File: src/rtl/div_pkg.sv
// Shared types and constants for the RV32M divide/remainder sequencer.
//   DIV_XLEN     default operand/result width
//   div_op_e     op encoding as presented on the op port
//   div_state_e  sequencer states
package div_pkg;

    localparam int unsigned DIV_XLEN = 32;

    typedef enum logic [1:0] {
        DIV_OP_DIV  = 2'b00,
        DIV_OP_DIVU = 2'b01,
        DIV_OP_REM  = 2'b10,
        DIV_OP_REMU = 2'b11
    } div_op_e;

    typedef enum logic [1:0] {
        IDLE = 2'b00,
        CALC = 2'b01,
        DONE = 2'b10
    } div_state_e;

    // DIV and REM treat operands as two's complement; the U variants do not.
    function automatic logic op_signed(div_op_e op);
        return ~op[0];
    endfunction

    // REM/REMU return the remainder; DIV/DIVU return the quotient.
    function automatic logic op_is_rem(div_op_e op);
        return op[1];
    endfunction

endpackage

File: src/rtl/div_step.sv
// One iteration of restoring shift-subtract division.
//   rem_i/dvd_i/dvs_i  partial remainder, remaining dividend bits, divisor
//   rem_o/dvd_o        updated partial remainder and dividend
//   q_o                quotient bit produced by this iteration
module div_step #(
    parameter int unsigned XLEN = 32
) (
    input  logic [XLEN-1:0] rem_i,
    input  logic [XLEN-1:0] dvd_i,
    input  logic [XLEN-1:0] dvs_i,
    output logic [XLEN-1:0] rem_o,
    output logic [XLEN-1:0] dvd_o,
    output logic            q_o
);

    logic [XLEN:0] rem_sh;
    logic [XLEN:0] diff;

    // The shifted remainder keeps its carry-out bit so divisors with the MSB
    // set still compare correctly; diff[XLEN] is the borrow.
    always_comb begin
        rem_sh = {rem_i, dvd_i[XLEN-1]};
        diff   = rem_sh - {1'b0, dvs_i};
        q_o    = ~diff[XLEN];
        rem_o  = q_o ? diff[XLEN-1:0] : rem_sh[XLEN-1:0];
        dvd_o  = {dvd_i[XLEN-2:0], 1'b0};
    end

endmodule

File: src/rtl/div_seq_ctrl.sv
// Multi-cycle RV32M DIV/DIVU/REM/REMU sequencer with valid/ready handshakes.
// Optional build macro: DIV_EARLY_OUT_EN (|dataA| < |dataB| finishes in one cycle).
//   clk, rst            clock, synchronous active-high reset
//   in_valid/in_ready   request handshake (in_ready high only when idle)
//   op, dataA, dataB    operation, dividend, divisor
//   kill                flush; aborts any operation in flight
//   out_valid/out_ready result handshake, dataD holds the result
//   busy                operation in progress or result pending
module div_seq_ctrl
    import div_pkg::*;
#(
    parameter int unsigned XLEN = DIV_XLEN
) (
    input  logic            clk,
    input  logic            rst,
    input  logic            in_valid,
    output logic            in_ready,
    input  logic [1:0]      op,
    input  logic [XLEN-1:0] dataA,
    input  logic [XLEN-1:0] dataB,
    input  logic            kill,
    output logic            out_valid,
    input  logic            out_ready,
    output logic [XLEN-1:0] dataD,
    output logic            busy
);

    localparam int unsigned     CNT_W    = $clog2(XLEN);
    localparam logic [CNT_W-1:0] CNT_LAST = CNT_W'(XLEN - 1);
    localparam logic [XLEN-1:0] MIN_NEG  = {1'b1, {(XLEN-1){1'b0}}};

    div_state_e      state_q, state_d;
    logic            rem_sel_q, rem_sel_d;
    logic            qneg_q, qneg_d;
    logic            rneg_q, rneg_d;
    logic [XLEN-1:0] dvd_q, dvd_d;
    logic [XLEN-1:0] dvs_q, dvs_d;
    logic [XLEN-1:0] rem_q, rem_d;
    logic [XLEN-1:0] quo_q, quo_d;
    logic [CNT_W-1:0] cnt_q, cnt_d;
    logic            out_valid_q, out_valid_d;
    logic [XLEN-1:0] result_q, result_d;
    logic            in_ready_q, in_ready_d;
    logic            busy_q, busy_d;

    div_op_e         op_in;
    logic            sign_a, sign_b;
    logic [XLEN-1:0] mag_a, mag_b;
    logic            dvs_zero, ovf, early, special, accept, last;
    logic [XLEN-1:0] spec_res, calc_res, quo_fin;
    logic [XLEN-1:0] step_rem, step_dvd;
    logic            step_q;

    assign in_ready  = in_ready_q;
    assign out_valid = out_valid_q;
    assign dataD     = result_q;
    assign busy      = busy_q;

    div_step #(.XLEN(XLEN)) u_step (
        .rem_i (rem_q),
        .dvd_i (dvd_q),
        .dvs_i (dvs_q),
        .rem_o (step_rem),
        .dvd_o (step_dvd),
        .q_o   (step_q)
    );

    // Accept-time decode: operand magnitudes and the cases resolved without iterating.
    always_comb begin
        op_in    = div_op_e'(op);
        sign_a   = op_signed(op_in) & dataA[XLEN-1];
        sign_b   = op_signed(op_in) & dataB[XLEN-1];
        mag_a    = sign_a ? -dataA : dataA;
        mag_b    = sign_b ? -dataB : dataB;
        dvs_zero = (dataB == '0);
        ovf      = op_signed(op_in) && (dataA == MIN_NEG) && (dataB == '1);
`ifdef DIV_EARLY_OUT_EN
        early    = (mag_a < mag_b);
`else
        early    = 1'b0;
`endif
        special  = dvs_zero | ovf | early;
        if (dvs_zero) begin
            spec_res = op_is_rem(op_in) ? dataA : '1;
        end else if (ovf) begin
            spec_res = op_is_rem(op_in) ? '0 : MIN_NEG;
        end else begin
            spec_res = op_is_rem(op_in) ? dataA : '0;
        end
        accept   = in_valid && in_ready_q && !kill;
        last     = (state_q == CALC) && (cnt_q == CNT_LAST);
        quo_fin  = {quo_q[XLEN-2:0], step_q};
        // Quotient negated when operand signs differ; remainder follows the dividend.
        if (rem_sel_q) begin
            calc_res = rneg_q ? -step_rem : step_rem;
        end else begin
            calc_res = qneg_q ? -quo_fin : quo_fin;
        end
    end

    // State register.
    always_ff @(posedge clk) begin
        if (rst) begin
            state_q <= IDLE;
        end else begin
            state_q <= state_d;
        end
    end

    // Next-state logic; kill overrides every transition.
    always_comb begin
        state_d = state_q;
        case (state_q)
            IDLE:    if (accept) state_d = special ? DONE : CALC;
            CALC:    if (last) state_d = DONE;
            DONE:    if (out_ready) state_d = IDLE;
            default: state_d = IDLE;
        endcase
        if (kill) begin
            state_d = IDLE;
        end
    end

    // Output next values.
    always_comb begin
        out_valid_d = out_valid_q;
        result_d    = result_q;
        case (state_q)
            IDLE: begin
                if (accept && special) begin
                    out_valid_d = 1'b1;
                    result_d    = spec_res;
                end
            end
            CALC: begin
                if (last) begin
                    out_valid_d = 1'b1;
                    result_d    = calc_res;
                end
            end
            DONE: begin
                if (out_ready) out_valid_d = 1'b0;
            end
            default: out_valid_d = 1'b0;
        endcase
        if (kill) begin
            out_valid_d = 1'b0;
        end
        in_ready_d = (state_d == IDLE);
        busy_d     = (state_d != IDLE);
    end

    // Datapath next values: load at accept, iterate in CALC.
    always_comb begin
        rem_sel_d = rem_sel_q;
        qneg_d    = qneg_q;
        rneg_d    = rneg_q;
        dvd_d     = dvd_q;
        dvs_d     = dvs_q;
        rem_d     = rem_q;
        quo_d     = quo_q;
        cnt_d     = cnt_q;
        if (state_q == IDLE && accept) begin
            rem_sel_d = op_is_rem(op_in);
            qneg_d    = sign_a ^ sign_b;
            rneg_d    = sign_a;
            dvd_d     = mag_a;
            dvs_d     = mag_b;
            rem_d     = '0;
            quo_d     = '0;
            cnt_d     = '0;
        end else if (state_q == CALC) begin
            rem_d = step_rem;
            dvd_d = step_dvd;
            quo_d = quo_fin;
            cnt_d = cnt_q + CNT_W'(1);
        end
    end

    // Output and datapath registers.
    always_ff @(posedge clk) begin
        if (rst) begin
            out_valid_q <= 1'b0;
            result_q    <= '0;
            in_ready_q  <= 1'b1;
            busy_q      <= 1'b0;
            rem_sel_q   <= 1'b0;
            qneg_q      <= 1'b0;
            rneg_q      <= 1'b0;
            dvd_q       <= '0;
            dvs_q       <= '0;
            rem_q       <= '0;
            quo_q       <= '0;
            cnt_q       <= '0;
        end else begin
            out_valid_q <= out_valid_d;
            result_q    <= result_d;
            in_ready_q  <= in_ready_d;
            busy_q      <= busy_d;
            rem_sel_q   <= rem_sel_d;
            qneg_q      <= qneg_d;
            rneg_q      <= rneg_d;
            dvd_q       <= dvd_d;
            dvs_q       <= dvs_d;
            rem_q       <= rem_d;
            quo_q       <= quo_d;
            cnt_q       <= cnt_d;
        end
    end

endmodule

File: config.mk
export PLATFORM = sky130hd
export DESIGN_NAME = div_seq_ctrl
export DESIGN_NICKNAME = d
export VERILOG_FILES = /design/src/rtl/div_pkg.sv /design/src/rtl/div_step.sv /design/src/rtl/div_seq_ctrl.sv
export SDC_FILE = /design/constraint.sdc
export NUM_CORES = 1
export LEC_CHECK = 0
export CAP_MARGIN = 20
export CELL_PAD_IN_SITES_DETAIL_PLACEMENT = 0
export CELL_PAD_IN_SITES_GLOBAL_PLACEMENT = 2
export CORE_MARGIN = 3
export CORE_UTILIZATION = 27
export CTS_BUF_LIST = sky130_fd_sc_hd__clkbuf_4 sky130_fd_sc_hd__clkbuf_8
export CTS_CLUSTER_DIAMETER = 200
export DETAILED_ROUTE_END_ITERATION = 8
export PLACE_DENSITY_LB_ADDON = 0.12
export SLEW_MARGIN = 40
export SYNTH_ARGS = -nofsm -noshare
export SYNTH_HDL_FRONTEND = slang
export SYNTH_SLANG_ARGS = --single-unit
export TNS_END_PERCENT = 100
File: constraint.sdc
create_clock -name clk -period 6.8 [get_ports clk]
set_clock_uncertainty 0.05 [all_clocks]
set_input_delay 1.02 -clock clk [delete_from_list [all_inputs] [get_ports clk]]
set_output_delay 1.02 -clock clk [all_outputs]
set_load 0.05 [all_outputs]
==> results.toml <==
[global_routing]
grt_pass1_wl_um = 80180
overflow = 0
grt_pass1_vias = 12489
grt_use_total_pct = 20.97
antenna_found_initial = 0
grt_max_degree = 84

[clock_network]
cts_num_sinks = 172
cts_resized = 0
cts-root-buf = "clkbuf_8"
clock_latency_ps = 570
cts_buffers = 17
cts_hold_buf = 0
clkTransAtPathRegs_ps = 110
htreeDepth = 4
cts_tree = "yes"
cts_setup_buffers = 0
clock_path_buffers = 2

[power_and_ir_drop]
p_leak_nw = 5.113
ir_worst_vdd_uv = 108.1
finalPower_mw = 2.988
power-per-cell-area_nw_per_um2 = 200.7

[final_layout]
final_cells = 2417
fin_nets = 1908
drive_above_1_share_pct = 5.856
layout_commonest_cell = "nand2_1"
final_core_util_pct = 31.71
final_cell_mix = "264 x nand2_1, 189 x nor2_1, 172 x dfxtp_1, 145 x a21oi_1, 104 x clkdlybuf4s50_1"
diodes = 0
areaGrowthSynthToFinish_pct = 15.18

[floorplanning]
start_util_pct = 27.53
coreArea_um2 = 46950
core.rowCount = 79
floorplan.die.height_um = 224.8
ioPinCount = 106
dieArea_um2 = 50540
die_w_um = 224.8

[sta]
relSlewSlack_pct = 42.00
fmax_mhz = 189.9
finalSetupTns_ps = 0
fin_crit_sh_pct = 77.43
period_needed_ps = 5265
rsz0062_at_grt = "false"
worst_pin_slew_ps = 864.1
final-hold-violation-count = 0
slew_violations = 0
setup_viol = 0

[yosys]
synth.distinct_cells = 86
synth_edf_count = 0
netlist_area_um2 = 12930
syn_nets = 1888
avgSynthCellArea_um2 = 7.274
ys.flop_type = "dfxtp_1"
ys_seq_area_share_pct = 26.64
synthCells = 1777
ys_ff_latch = 172
async_reset_ff_share_pct = 0
yosys_warnings = 0

[placed_design]
io_buffers = 105
dp.cells = 2385
gp_congestion = 0.7950
dp_hpwl_um = 39950

[setup_path]
critPathLaunch = "dvs_q[17]"
critical_path_required_ps = 7270
endpoint = "dataD[30]"
crit_fanout = 15
rrSetupSlack_ps = 1530
critPathLaunchType = "flop"
critical_path_class = "reg -> reg"
rr_startpoint = "dvs_q[17]"
rr_endpoint = "dataD[30]"
worstRegToRegCells = 20
cp_data_arrival_time_ps = 5730
end_kind = "flop"

[drt]
post_drt_wl_per_cell_um = 21.98
viasPerCell = 5.428
postRouteAntennaNets = 0
first_pass_iters = 5
drtIter0Drc = 940
num_vias = 13119
routed_wl_um = 53130
drc = 0

[flow_run]
maxCapViolCount = 0

[worst_hold_path]
hp-class = "reg -> reg"

[run_status]
status = "completed"
[worst min path at each step]
stage / from / end / slack (ps) / cells after the start
final: dvs_q[31] / dvs_q[31] / 410 / 2
after global routing: dataD[21] / dataD[21] / 440 / 2
after CTS: dvs_q[31] / dvs_q[31] / 410 / 2
after detailed placement: dataD[12] / dataD[12] / 390 / 2
after global placement: dvs_q[31] / dvs_q[31] / 390 / 2
after floorplan: dvs_q[31] / dvs_q[31] / 380 / 2
[state kept, by name, summed over array words and instances (netlist names), 2 cells and up]
signal	flops
dvs_q	32
dvd_q	32
rem_q	32
dataD	32
cnt_q	5
quo_q	31
state_q	2
[where the power goes]
| part | leakage, nW | switching [mW] | total (mW) | internal (mW) |
|---|---|---|---|---|
| Combinational | 3.49 | 0.701 | 1.06 | 0.360 |
| Sequential | 1.40 | 0.0265 | 1.07 | 1.04 |
| Clock | 0.222 | 0.446 | 0.857 | 0.411 |
[final cells by class]
type                            count  area [µm²]
Inverter                           61       229.0
Clock buffer                       24       305.3
Fill cell                        5131       32060
Multi-Input combinational cell   1421        8817
Timing Repair Buffer              124        1205
Tap cell                          607       759.5
Sequential cell                   172        3443
Clock inverter                      8       128.9
[Yosys cell counts (5+ instances only)]
cell       count  share of area (%)
a31o_2         7               0.47
and2_1        12               0.58
nor3_1        47                1.8
inv_1         58                1.7
a2111oi_0      5               0.34
dfxtp_1      172                 27
o41ai_1       18                1.2
o21a_1        11               0.64
or3_1         18               0.87
o22ai_1        5               0.24
a31oi_1       19               0.92
or4_1         13               0.75
a211oi_1      59                3.4
a21oi_1      145                5.6
o211ai_1      16               0.93
and3_1         9               0.44
o31ai_1       26                1.5
ha_1          39                3.8
nand3_1       22               0.85
nand2_1      264                7.7
mux2i_1       21                1.6
clkbuf_1      90                2.6
o221ai_1       6               0.41
a311oi_1      46                3.1
nor4_1        19               0.92
a22oi_1        5               0.29
o21ai_0       91                3.5
nor2b_1        9               0.44
nand2b_1      31                1.5
a221oi_1       9               0.61
nand4_1       22                1.1
buf_1         11               0.32
a22o_1         5               0.34
xnor2_1       53                3.6
xor2_1        73                4.9
nor2_1       192                5.6
buf_2         14               0.54
a21o_1        11               0.64
a21boi_0       6               0.35
[worst max-delay path, cell delays in order (launching register included)]
cell and delay [ps]:
dfxtp_1 350, inv_1 70, ha_1 540, a21oi_4 120, o21ai_2 410, a2111oi_4 140, o31ai_2 430, o21a_1 250
nor2_4 90, inv_2 240, nor2_1 80, a21oi_1 220, ha_1 250, o211ai_1 150, nor3_1 240, mux2i_1 100
buf_4 180, nor4b_4 490, a21oi_2 80, or4b_1 580, o21ai_1 140
[kinds of logic (layout without fill, tap and decap cells)]
| kind of cell | after synthesis | count (layout) | synth area share [%] |
|---|---|---|---|
| and+or+nand+nor | 688 | 688 | 24.44 |
| AOI/OAI and AO/OA | 543 | 543 | 28.74 |
| buffers and inverters | 184 | 217 | 5.827 |
| DFF | 172 | 172 | 26.64 |
| xor gates and xnor gates | 126 | 126 | 8.537 |
| adders and majority gates | 40 | 40 | 3.930 |
| muxes | 24 | 24 | 1.887 |
[routing by layer]
metal  global-route usage (%)  part of all wire [%]  vias to the layer above
met5                        0                     0                        -
met4                    6.725                   2.4                        0
met3                    3.185                   3.8                       46
met2                    33.17                    45                      257
met1                    29.34                    48                     6328
li1                         -                     -                     6488
[metrics by stage]
step | setup WS (ps) | cell area, µm² | hold WS (ps)
floorplan | 1911 | 12930 | 381.9
global placement | 1305 | 14380 | 392.1
detailed placement | 1189 | 14440 | 392.2
CTS | 1531 | 14870 | 410.9
global route | 1072 | 14890 | 442.4
finish | 1535 | 14890 | 410.8
Power figures use the tool's default switching activity.
